==> src/rtl/serial_pattern_feeder.sv <==
// serial_pattern_feeder: parallel word in over valid/ready, MSB-first bit out.
// Define SER_PARITY_EN to append an even-parity bit to every frame.
module serial_pattern_feeder #(
  parameter int WIDTH = 8
) (
  input  logic             clk,
  input  logic             rst,
  input  logic [WIDTH-1:0] load_data,
  input  logic             load_valid,
  output logic             load_ready,
  output logic             data,
  output logic             data_valid,
  output logic             busy,
  output logic             done
);

  localparam int CW = $clog2(WIDTH);

`ifdef SER_PARITY_EN
  typedef enum logic [1:0] {IDLE, SHIFT, PARITY} state_t;
`else
  typedef enum logic {IDLE, SHIFT} state_t;
`endif

  state_t           state, state_n;
  logic [WIDTH-1:0] shreg, shreg_n;
  logic [CW-1:0]    cnt, cnt_n;
  logic             data_n, dv_n;
  logic             last, xfer;

`ifdef SER_PARITY_EN
  logic par, par_n;
  assign last = (state == PARITY);
`else
  assign last = (state == SHIFT) && (cnt == CW'(WIDTH-1));
`endif

  assign load_ready = rst && ((state == IDLE) || last);
  assign xfer       = load_valid && load_ready;
  assign busy       = (state != IDLE);
  assign done       = last;

  // Register state, shifter, counter and the serial outputs.
  always_ff @(posedge clk or negedge rst) begin
    if (!rst) begin
      state      <= IDLE;
      shreg      <= '0;
      cnt        <= '0;
      data       <= 1'b0;
      data_valid <= 1'b0;
`ifdef SER_PARITY_EN
      par        <= 1'b0;
`endif
    end else begin
      state      <= state_n;
      shreg      <= shreg_n;
      cnt        <= cnt_n;
      data       <= data_n;
      data_valid <= dv_n;
`ifdef SER_PARITY_EN
      par        <= par_n;
`endif
    end
  end

  // Next-state: a new word always wins, so frames chain without a bubble.
  always_comb begin
    state_n = state;
    shreg_n = shreg;
    cnt_n   = cnt;
    data_n  = 1'b0;
    dv_n    = 1'b0;
`ifdef SER_PARITY_EN
    par_n   = par;
`endif
    if (xfer) begin
      state_n = SHIFT;
      data_n  = load_data[WIDTH-1];
      dv_n    = 1'b1;
      shreg_n = load_data << 1;
      cnt_n   = '0;
`ifdef SER_PARITY_EN
      par_n   = ^load_data;
`endif
    end else begin
      unique case (state)
        IDLE: begin
          state_n = IDLE;
        end
        SHIFT: begin
          if (cnt == CW'(WIDTH-1)) begin
`ifdef SER_PARITY_EN
            state_n = PARITY;
            data_n  = par;
            dv_n    = 1'b1;
`else
            state_n = IDLE;
`endif
          end else begin
            data_n  = shreg[WIDTH-1];
            dv_n    = 1'b1;
            shreg_n = shreg << 1;
            cnt_n   = cnt + CW'(1);
          end
        end
`ifdef SER_PARITY_EN
        PARITY: begin
          state_n = IDLE;
        end
`endif
        default: begin
          state_n = IDLE;
        end
      endcase
    end
  end

endmodule
==> config.mk <==
export PLATFORM = sky130hd
export DESIGN_NAME = serial_pattern_feeder
export DESIGN_NICKNAME = d
export VERILOG_FILES = /design/src/rtl/serial_pattern_feeder.sv
export SDC_FILE = /design/constraint.sdc
export NUM_CORES = 1
export LEC_CHECK = 0
export CAP_MARGIN = 20
export CORE_UTILIZATION = 41
export CTS_BUF_LIST = sky130_fd_sc_hd__clkbuf_2
export CTS_CLUSTER_DIAMETER = 40
export DETAILED_ROUTE_END_ITERATION = 10
export PLACE_DENSITY = 0.7
export SYNTH_ARGS = -nofsm -noshare
export SYNTH_HDL_FRONTEND = slang
export SYNTH_SLANG_ARGS = --single-unit
export TNS_END_PERCENT = 10
==> constraint.sdc <==
create_clock -name clk -period 2.17 [get_ports clk]
set_input_delay 0.651 -clock clk [delete_from_list [all_inputs] [get_ports clk]]
set_output_delay 0.651 -clock clk [all_outputs]
set_load 0.02 [all_outputs]
After elaboration in Yosys (flattened, before gate mapping):

Index checks and enable logic that the tools add are counted.

* register bits: 14
* latch bits: 0
* memory bits (writable): 0
* bits in read-only memories: 0
* bits of input ports: 11
* output and inout bits: 5
* memories kept: 0

* add/sub/neg operators: 1
* multipliers: 0
* divide/modulo/power cells: 0
* magnitude comparators: 0
* eq/ne operators: 2
* shift-type cells: 0
* multiplexer cells: 14
* bitwise gates (word level): 1
* reductions and logical operators: 6

Operators with widths (number)
* $mux 8: 3
* $mux 3: 3
* $mux 1: 7
* $add 3x1->3 const B: 1
* $eq 3x3->1 const B: 1
* $logic_and 1x1->1: 3
* $ne 2x2->1 const B: 1
* $pmux 1 s2: 1
* $reduce_and 2->1: 1
* $reduce_bool 2->1: 1
* $logic_or 1x1->1: 1
* $not 1->1: 1

Depth between registers and ports, before layout:

Gate-level depths: netlist of run 1.

* depth in word-level cells: 7
* mapped depth: 7
* gate-level depth less buffers: 5

Worst setup path before layout of run 1:

No wires, ideal clock.

* path kind: reg-to-output
* from: reg cnt[0]
* to: out load_ready
* arrival: 1.304 ns
* slack: 0.215 ns
* stages on the path, launching flop included: 5
* cell sequence: dfrtp_1 ha_1 ha_1 or2b_2 and2_1

* cells in the longest elaborated chain, start to end: 4

Ends and longest elaborated chain
* start, declared: RTL line 27 `logic [CW-1:0] cnt, cnt_n;`
* start signal, assigned: RTL line 57 `cnt <= cnt_n;`
* $eq 3x3->1: RTL line 35 `assign last = (state == SHIFT) && (cnt == CW'(WIDTH-1));`
* $logic_and 1x1->1: RTL line 35
* $logic_or 1x1->1: RTL line 38 `assign load_ready = rst && ((state == IDLE) || last);`
* $logic_and 1x1->1: RTL line 38
* end, declared: RTL line 10 `output logic load_ready,`

No other way between the ends.

Worst setup path in the final report of run 1:

Same ends and word-level chain as after synthesis.

==> results_dict.tcl, run 1 <==
set metrics [dict create \
    grt_pass1_vias 363 \
    max_slew.worst_pin.slew_ns 0.3810 \
    placement.io_buffers 15 \
    vias_per_cell 4.875 \
    slew_headroom_pct 74.54 \
    fin_crit_sh_pct 100.1 \
    synth.yosys.warnings 0 \
    total_power_mw 0.9596 \
    setup.reg_to_reg.worst_slack_ns 0.55 \
    wirelength_per_cell_um 11.76 \
    placement.cell_area_um2 758.2 \
    row_count 13 \
    power-per-cell-area_nw_per_um2 1193 \
    clkTransAtPathRegs_ns 0.11 \
    fin_area_um2 804.5 \
    antenna_fix_cells 0 \
    required_ns 1.52 \
    timing_hold_violations_final 0 \
    synthesis.nets 64 \
    min_delay_path_depth 2 \
    grt_pass1_wl_mm 1.593 \
    timing_max_transition_violations_final 0 \
    synthToLayoutAreaGrowth_pct 37.39 \
    synth_area_per_cell_um2 11.48 \
    grt_setup_unrepaired "yes" \
    setup.worst_path.start_class "register" \
    via_count 429 \
    cap_viol_max_count 0 \
    fp.coreArea_um2 1318 \
    timing.hold.worst.class "reg -> reg" \
    post_route_cells_drive_above_1_share_pct 27.40 \
    tritoncts.num_buffers 3 \
    critical_path_class "reg -> out" \
    preCtsSetupSlack_ns -0.3145 \
    cts.sink_count 12 \
    timing.reg2reg.worst_path_depth 6 \
    setup_slack_ns -0.002310 \
    timing.clock.skew_ns 0.002557 \
    grt_antenna_before_repair 0 \
    irDropWorstVdd_mv 0.6397 \
    design.portCount 16 \
    sequential_cell_area_um2 300.3 \
    failing_checks "setup timing" \
    num-fill-cells 102 \
    route.final.wire_length_mm 1.035 \
    cts.root.buffer_cell "sky130_fd_sc_hd__clkbuf_2" \
    synth-seq-cells 12 \
    first_iter_violations 5 \
    setup-tns-final_ns -0.002310 \
    tritoncts "built" \
    status "finished, violations left" \
    mappedNetlistArea_um2 585.6 \
    min_period_ns 2.172 \
    route.detailed.drc 0 \
    chipHeight_um 39.79 \
    grt_util_all_layers_pct 16.23 \
    cts.path.max_buffers 2 \
    worst_skew_pair.late_latency_ns 0.26 \
    share_of_the_core_filled_with_cells_in_the_final_layout_pct 61.06 \
    maxClockFrequency_ghz 0.4603 \
    ant_nets 0 \
    synthesis.instances 51 \
    die_area_um2 1583 \
    h-tree-depth 1 \
    grt_max_degree 19 \
    final-setup-viol-count 1 \
    yosys.cell_types.count 20 \
    timing.critical_path.arrival_ns 1.52 \
    grt-ovfl-total 0 \
    drt_pass_1_iters 4 \
    ctsHoldBuffers 0 \
    synth.yosys.seq_area_share_pct 51.28 \
    width_of_the_die_um 39.79 \
    multiInputGateArea_um2 267.8 \
    nets_finish 88 \
    initial_core_util_pct 44.44 \
    worstSetupEndpointType "primary output" \
    place.gp.congestion 0.6727 \
    static-leakage-power_nw 0.3924 \
    crit_path_max_fanout 2 \
    place.detailed.hpwl_um 700.7 \
]
==> metrics by stage <==
stage | hold WS (ns) | cells
2_1_floorplan | 0.3554 | 51
3_3_place_gp | 0.4659 | 83
3_5_place_dp | 0.4684 | 83
4_1_cts | 0.4981 | 87
5_1_grt | 0.5109 | 88
6_report | 0.4979 | 88
==> state kept, by name, indices dropped and copies added, names as in the netlist <==
name,count
data_valid,1
cnt,3
shreg,7
data,1
==> cells in the final DEF (no fill, tap or decap) <==
| cell type | instances |
|---|---|
| sky130_fd_sc_hd__inv_1 | 1 |
| sky130_fd_sc_hd__nand2_1 | 7 |
| sky130_fd_sc_hd__buf_4 | 7 |
| sky130_fd_sc_hd__clkdlybuf4s50_1 | 13 |
| sky130_fd_sc_hd__nand3_1 | 2 |
| sky130_fd_sc_hd__a21oi_1 | 1 |
| sky130_fd_sc_hd__buf_2 | 1 |
| sky130_fd_sc_hd__nor2b_4 | 1 |
| sky130_fd_sc_hd__a22o_1 | 3 |
| sky130_fd_sc_hd__ha_2 | 1 |
| sky130_fd_sc_hd__nand2_4 | 1 |
| sky130_fd_sc_hd__o21ai_1 | 6 |
| sky130_fd_sc_hd__or2b_4 | 1 |
| sky130_fd_sc_hd__buf_6 | 1 |
| sky130_fd_sc_hd__ha_4 | 1 |
| sky130_fd_sc_hd__a21oi_2 | 1 |
| sky130_fd_sc_hd__and2_2 | 1 |
| sky130_fd_sc_hd__o21ai_0 | 1 |
| sky130_fd_sc_hd__clkbuf_2 | 3 |
| sky130_fd_sc_hd__nor2_1 | 1 |
| sky130_fd_sc_hd__mux2i_1 | 6 |
| sky130_fd_sc_hd__and2_4 | 1 |
| sky130_fd_sc_hd__dfrtp_1 | 12 |
==> cells in the mapped netlist <==
cell type / n / area, um^2
sky130_fd_sc_hd__ha_1: 2 / 25.02
sky130_fd_sc_hd__buf_4: 1 / 7.510
sky130_fd_sc_hd__mux2i_1: 6 / 60.06
sky130_fd_sc_hd__o21ai_0: 1 / 5.000
sky130_fd_sc_hd__a21oi_2: 1 / 8.760
sky130_fd_sc_hd__inv_1: 1 / 3.750
sky130_fd_sc_hd__nor2_1: 1 / 3.750
sky130_fd_sc_hd__nor2b_4: 1 / 13.76
sky130_fd_sc_hd__buf_8: 1 / 15.01
sky130_fd_sc_hd__a21oi_1: 1 / 5.000
sky130_fd_sc_hd__dfrtp_1: 12 / 300.3
sky130_fd_sc_hd__o21ai_1: 6 / 30.03
sky130_fd_sc_hd__and2_1: 1 / 6.260
sky130_fd_sc_hd__buf_6: 1 / 11.26
sky130_fd_sc_hd__or2b_2: 1 / 8.760
sky130_fd_sc_hd__a22o_1: 3 / 26.28
sky130_fd_sc_hd__nand2_1: 7 / 26.28
sky130_fd_sc_hd__nand2_4: 1 / 11.26
sky130_fd_sc_hd__and2_2: 1 / 7.510
sky130_fd_sc_hd__nand3_1: 2 / 10.01
==> cells by family after synthesis <==
| family | synth area share, % |
|---|---|
| adders and majority gates | 4.273 |
| DFF | 51.28 |
| and+or+nand+nor | 14.96 |
| AOI/OAI and AO/OA | 12.82 |
| buffers and inverters | 6.409 |
| muxes | 10.26 |
==> power breakdown <==
part / internal (mW) / switching, mW
clock: 0.0377 / 0.0689
combinational: 0.270 / 0.216
sequential: 0.312 / 0.0555
==> path summary, 6_finish.rpt <==
kind	from	end
worst max-delay path	cnt[0]	load_ready
worst min-delay path	shreg[3]	shreg[4]
worst max register to register	cnt[0]	cnt[1]
worst min register to register	shreg[3]	shreg[4]
max in group asynchronous	rst	data
min in group asynchronous	rst	shreg[1]
==> critical path, stage by stage, from the launching register on <==
cell	delay [ns]
sky130_fd_sc_hd__dfrtp_1	0.41
sky130_fd_sc_hd__ha_2	0.20
sky130_fd_sc_hd__ha_4	0.16
sky130_fd_sc_hd__or2b_4	0.24
sky130_fd_sc_hd__and2_4	0.14
sky130_fd_sc_hd__buf_6	0.12
==> cell type report <==
class / count / area share [%]
Sequential cell: 12 / 37.33
Multi-Input combinational cell: 35 / 33.28
Timing Repair Buffer: 22 / 24.73
Tap cell: 15 / 2.333
Clock buffer: 3 / 1.866
Inverter: 1 / 0.4666
==> routing by layer <==
layer | vias up | global-route usage, % | routed length, um
met5 | - | 0 | 0
met3 | 4 | 6.818 | 40
met1 | 195 | 21.63 | 489
met2 | 8 | 20.90 | 477
li1 | 222 | - | -
met4 | 0 | 10.34 | 28
==> timing repair <==
| item | in CTS | in global routing |
|---|---|---|
| hold endpoints to repair | 0 | 0 |
| setup buffers | 1 | 1 |
| setup endpoints to repair | 2 | 2 |
| pin swaps | 2 | 1 |
| gates resized for setup | 15 | 0 |
Power figures use the tool's default switching activity.
==> run 2, diff against run 1 <==
--- a/config.mk
+++ b/config.mk
@@ -7,7 +7,6 @@
 export LEC_CHECK = 0
 export CAP_MARGIN = 20
 export CORE_UTILIZATION = 41
-export CTS_BUF_LIST = sky130_fd_sc_hd__clkbuf_2
 export CTS_CLUSTER_DIAMETER = 40
 export DETAILED_ROUTE_END_ITERATION = 10
 export PLACE_DENSITY = 0.7
==> results_dict.tcl, run 2 (synthesis results as in run 1) <==
set metrics [dict create \
    status "complete, no violations" \
    fin_area_um2 812.0 \
    post_route_cells_drive_above_1_share_pct 27.40 \
    grt_max_degree 19 \
    grt-ovfl-total 0 \
    cts.root.buffer_cell "sky130_fd_sc_hd__clkbuf_4" \
    drt_pass_1_iters 4 \
    worst_skew_pair.late_latency_ns 0.26 \
    min_period_ns 2.167 \
    final-setup-viol-count 0 \
    place.detailed.hpwl_um 700.7 \
    setup-tns-final_ns 0 \
    grt_util_all_layers_pct 15.99 \
    cp_num_buf_inv 1 \
    initial_core_util_pct 44.44 \
    tritoncts.num_buffers 3 \
    nets_finish 88 \
    tritoncts "built" \
    timing_hold_violations_final 0 \
    grt_pass1_wl_mm 1.593 \
    critical-path-slowest-cell "sky130_fd_sc_hd__dfrtp_1" \
    maxClockFrequency_ghz 0.4616 \
    row_count 13 \
    grt_setup_unrepaired "yes" \
    critical_path_class "reg -> out" \
    worstSetupEndpointType "primary output" \
    power-per-cell-area_nw_per_um2 1214 \
    worst_case_hold_slack_ns 0.4881 \
    fp.coreArea_um2 1318 \
    crit_chain "ha_2 > ha_4 > or2b_4 > and2_4 > buf_6" \
    setup.worst_path.start_class "register" \
    timing.critical_path.arrival_ns 1.52 \
    required_ns 1.52 \
    antenna_fix_cells 0 \
    max_ffs_per_register 7 \
    timing.clock.skew_ns 0.002012 \
    synthToLayoutAreaGrowth_pct 38.68 \
    h-tree-depth 1 \
    placement.cell_area_um2 758.2 \
    worst_stage_delay_on_the_critical_path_ns 0.39 \
    chipHeight_um 39.79 \
    clkTransAtPathRegs_ns 0.07 \
    max_slew.worst_pin.slew_ns 0.3875 \
    fin_crit_sh_pct 99.84 \
    wirelength_per_cell_um 11.72 \
    ant_nets 0 \
    static-leakage-power_nw 0.3938 \
    via_count 441 \
    placement.io_buffers 15 \
    place.detailed.instances 83 \
    cts.sink_count 12 \
    commonest_cells_after_routing_fill_and_taps_aside "sky130_fd_sc_hd__clkdlybuf4s50_1, sky130_fd_sc_hd__dfrtp_1, sky130_fd_sc_hd__nand2_1, sky130_fd_sc_hd__buf_4" \
    cts.path.max_buffers 2 \
    width_of_the_die_um 39.79 \
    timing.hold.worst.class "reg -> reg" \
    die_area_um2 1583 \
    timing_max_transition_violations_final 0 \
    design.portCount 16 \
    finish.cell_count_without_fillers 88 \
    reg.largest.list "shreg x7, cnt x3" \
    crit_path_max_fanout 2 \
    most_common_cell_after_layout_fill_and_taps_aside "sky130_fd_sc_hd__clkdlybuf4s50_1" \
    vias_per_cell 5.011 \
    route.detailed.drc 0 \
    slew_headroom_pct 74.11 \
    place.gp.congestion 0.6727 \
    grt_pass1_vias 364 \
    irDropWorstVdd_mv 0.5868 \
    timing.critical_path.max_delay_family "flip-flops" \
    first_iter_violations 9 \
    cap_viol_max_count 0 \
    grt_antenna_before_repair 0 \
    route.final.wire_length_mm 1.031 \
    ctsHoldBuffers 0 \
    largest-register "shreg" \
]
run 2: cell counts in the layout (fill, tap and decap cells not counted):
Identical to the previous run, type by type.
run 2: where the power goes:
part	total (mW)	internal, mW	switching, mW
clock network	0.130	0.0640	0.0656
logic	0.488	0.270	0.218
registers	0.368	0.313	0.0555
run 2: layer usage:
layer	vias up	wire length [um]	global-route usage [%]
met5	-	0	0
met4	0	12	10.34
met3	2	42	5.114
met2	16	497	20.49
met1	199	479	22.34
li1	224	-	-
run 2: tightest hold or removal path, cell delays in order (launching register included):
cell	delay [ns]
sky130_fd_sc_hd__dfrtp_1	0.34
sky130_fd_sc_hd__nand2_1	0.05
sky130_fd_sc_hd__o21ai_1	0.06
run 2: repair_timing:
| item | in CTS | in global routing |
|---|---|---|
| pin swaps | 2 | 1 |
| hold endpoints to repair | 0 | 0 |
| buffers inserted | 1 | 1 |
| resized for setup | 15 | 0 |
| gates cloned | 0 | 0 |
| endpoints found under the setup margin | 2 | 2 |
run 2: final timing paths:
| path | startpoint | slack [ns] | to | cells past startpoint |
|---|---|---|---|---|
| setup / recovery | cnt[0] | 0.003 | load_ready | 5 |
| hold / removal | shreg[3] | 0.49 | shreg[4] | 2 |
| setup reg to reg | cnt[0] | 0.55 | cnt[1] | 6 |
| hold reg to reg | shreg[3] | 0.49 | shreg[4] | 2 |
| max in group asynchronous | rst | 1.26 | data | 2 |
| min in group asynchronous | rst | 0.73 | data_valid | 2 |
run 2: layout make-up:
| type | count | area, um^2 |
|---|---|---|
| sequential | 12 | 300.3 |
| multi-input combinational | 35 | 267.8 |
| fill | 103 | 505.5 |
| tap | 15 | 18.77 |
| clock buffer | 3 | 22.52 |
| timing repair buffer | 22 | 198.9 |
| inverter | 1 | 3.754 |
run 2: through the flow:
step                utilization (%)  setup slack (ns)  power, mW
floorplan                         -            0.2146     0.6825
global placement              57.55           -0.3113     0.7857
detailed placement            57.55           -0.3145     0.8025
CTS                           61.06         -0.009173     0.9768
global route                  61.63          -0.05472      1.064
finish                        61.63          0.003499     0.9859
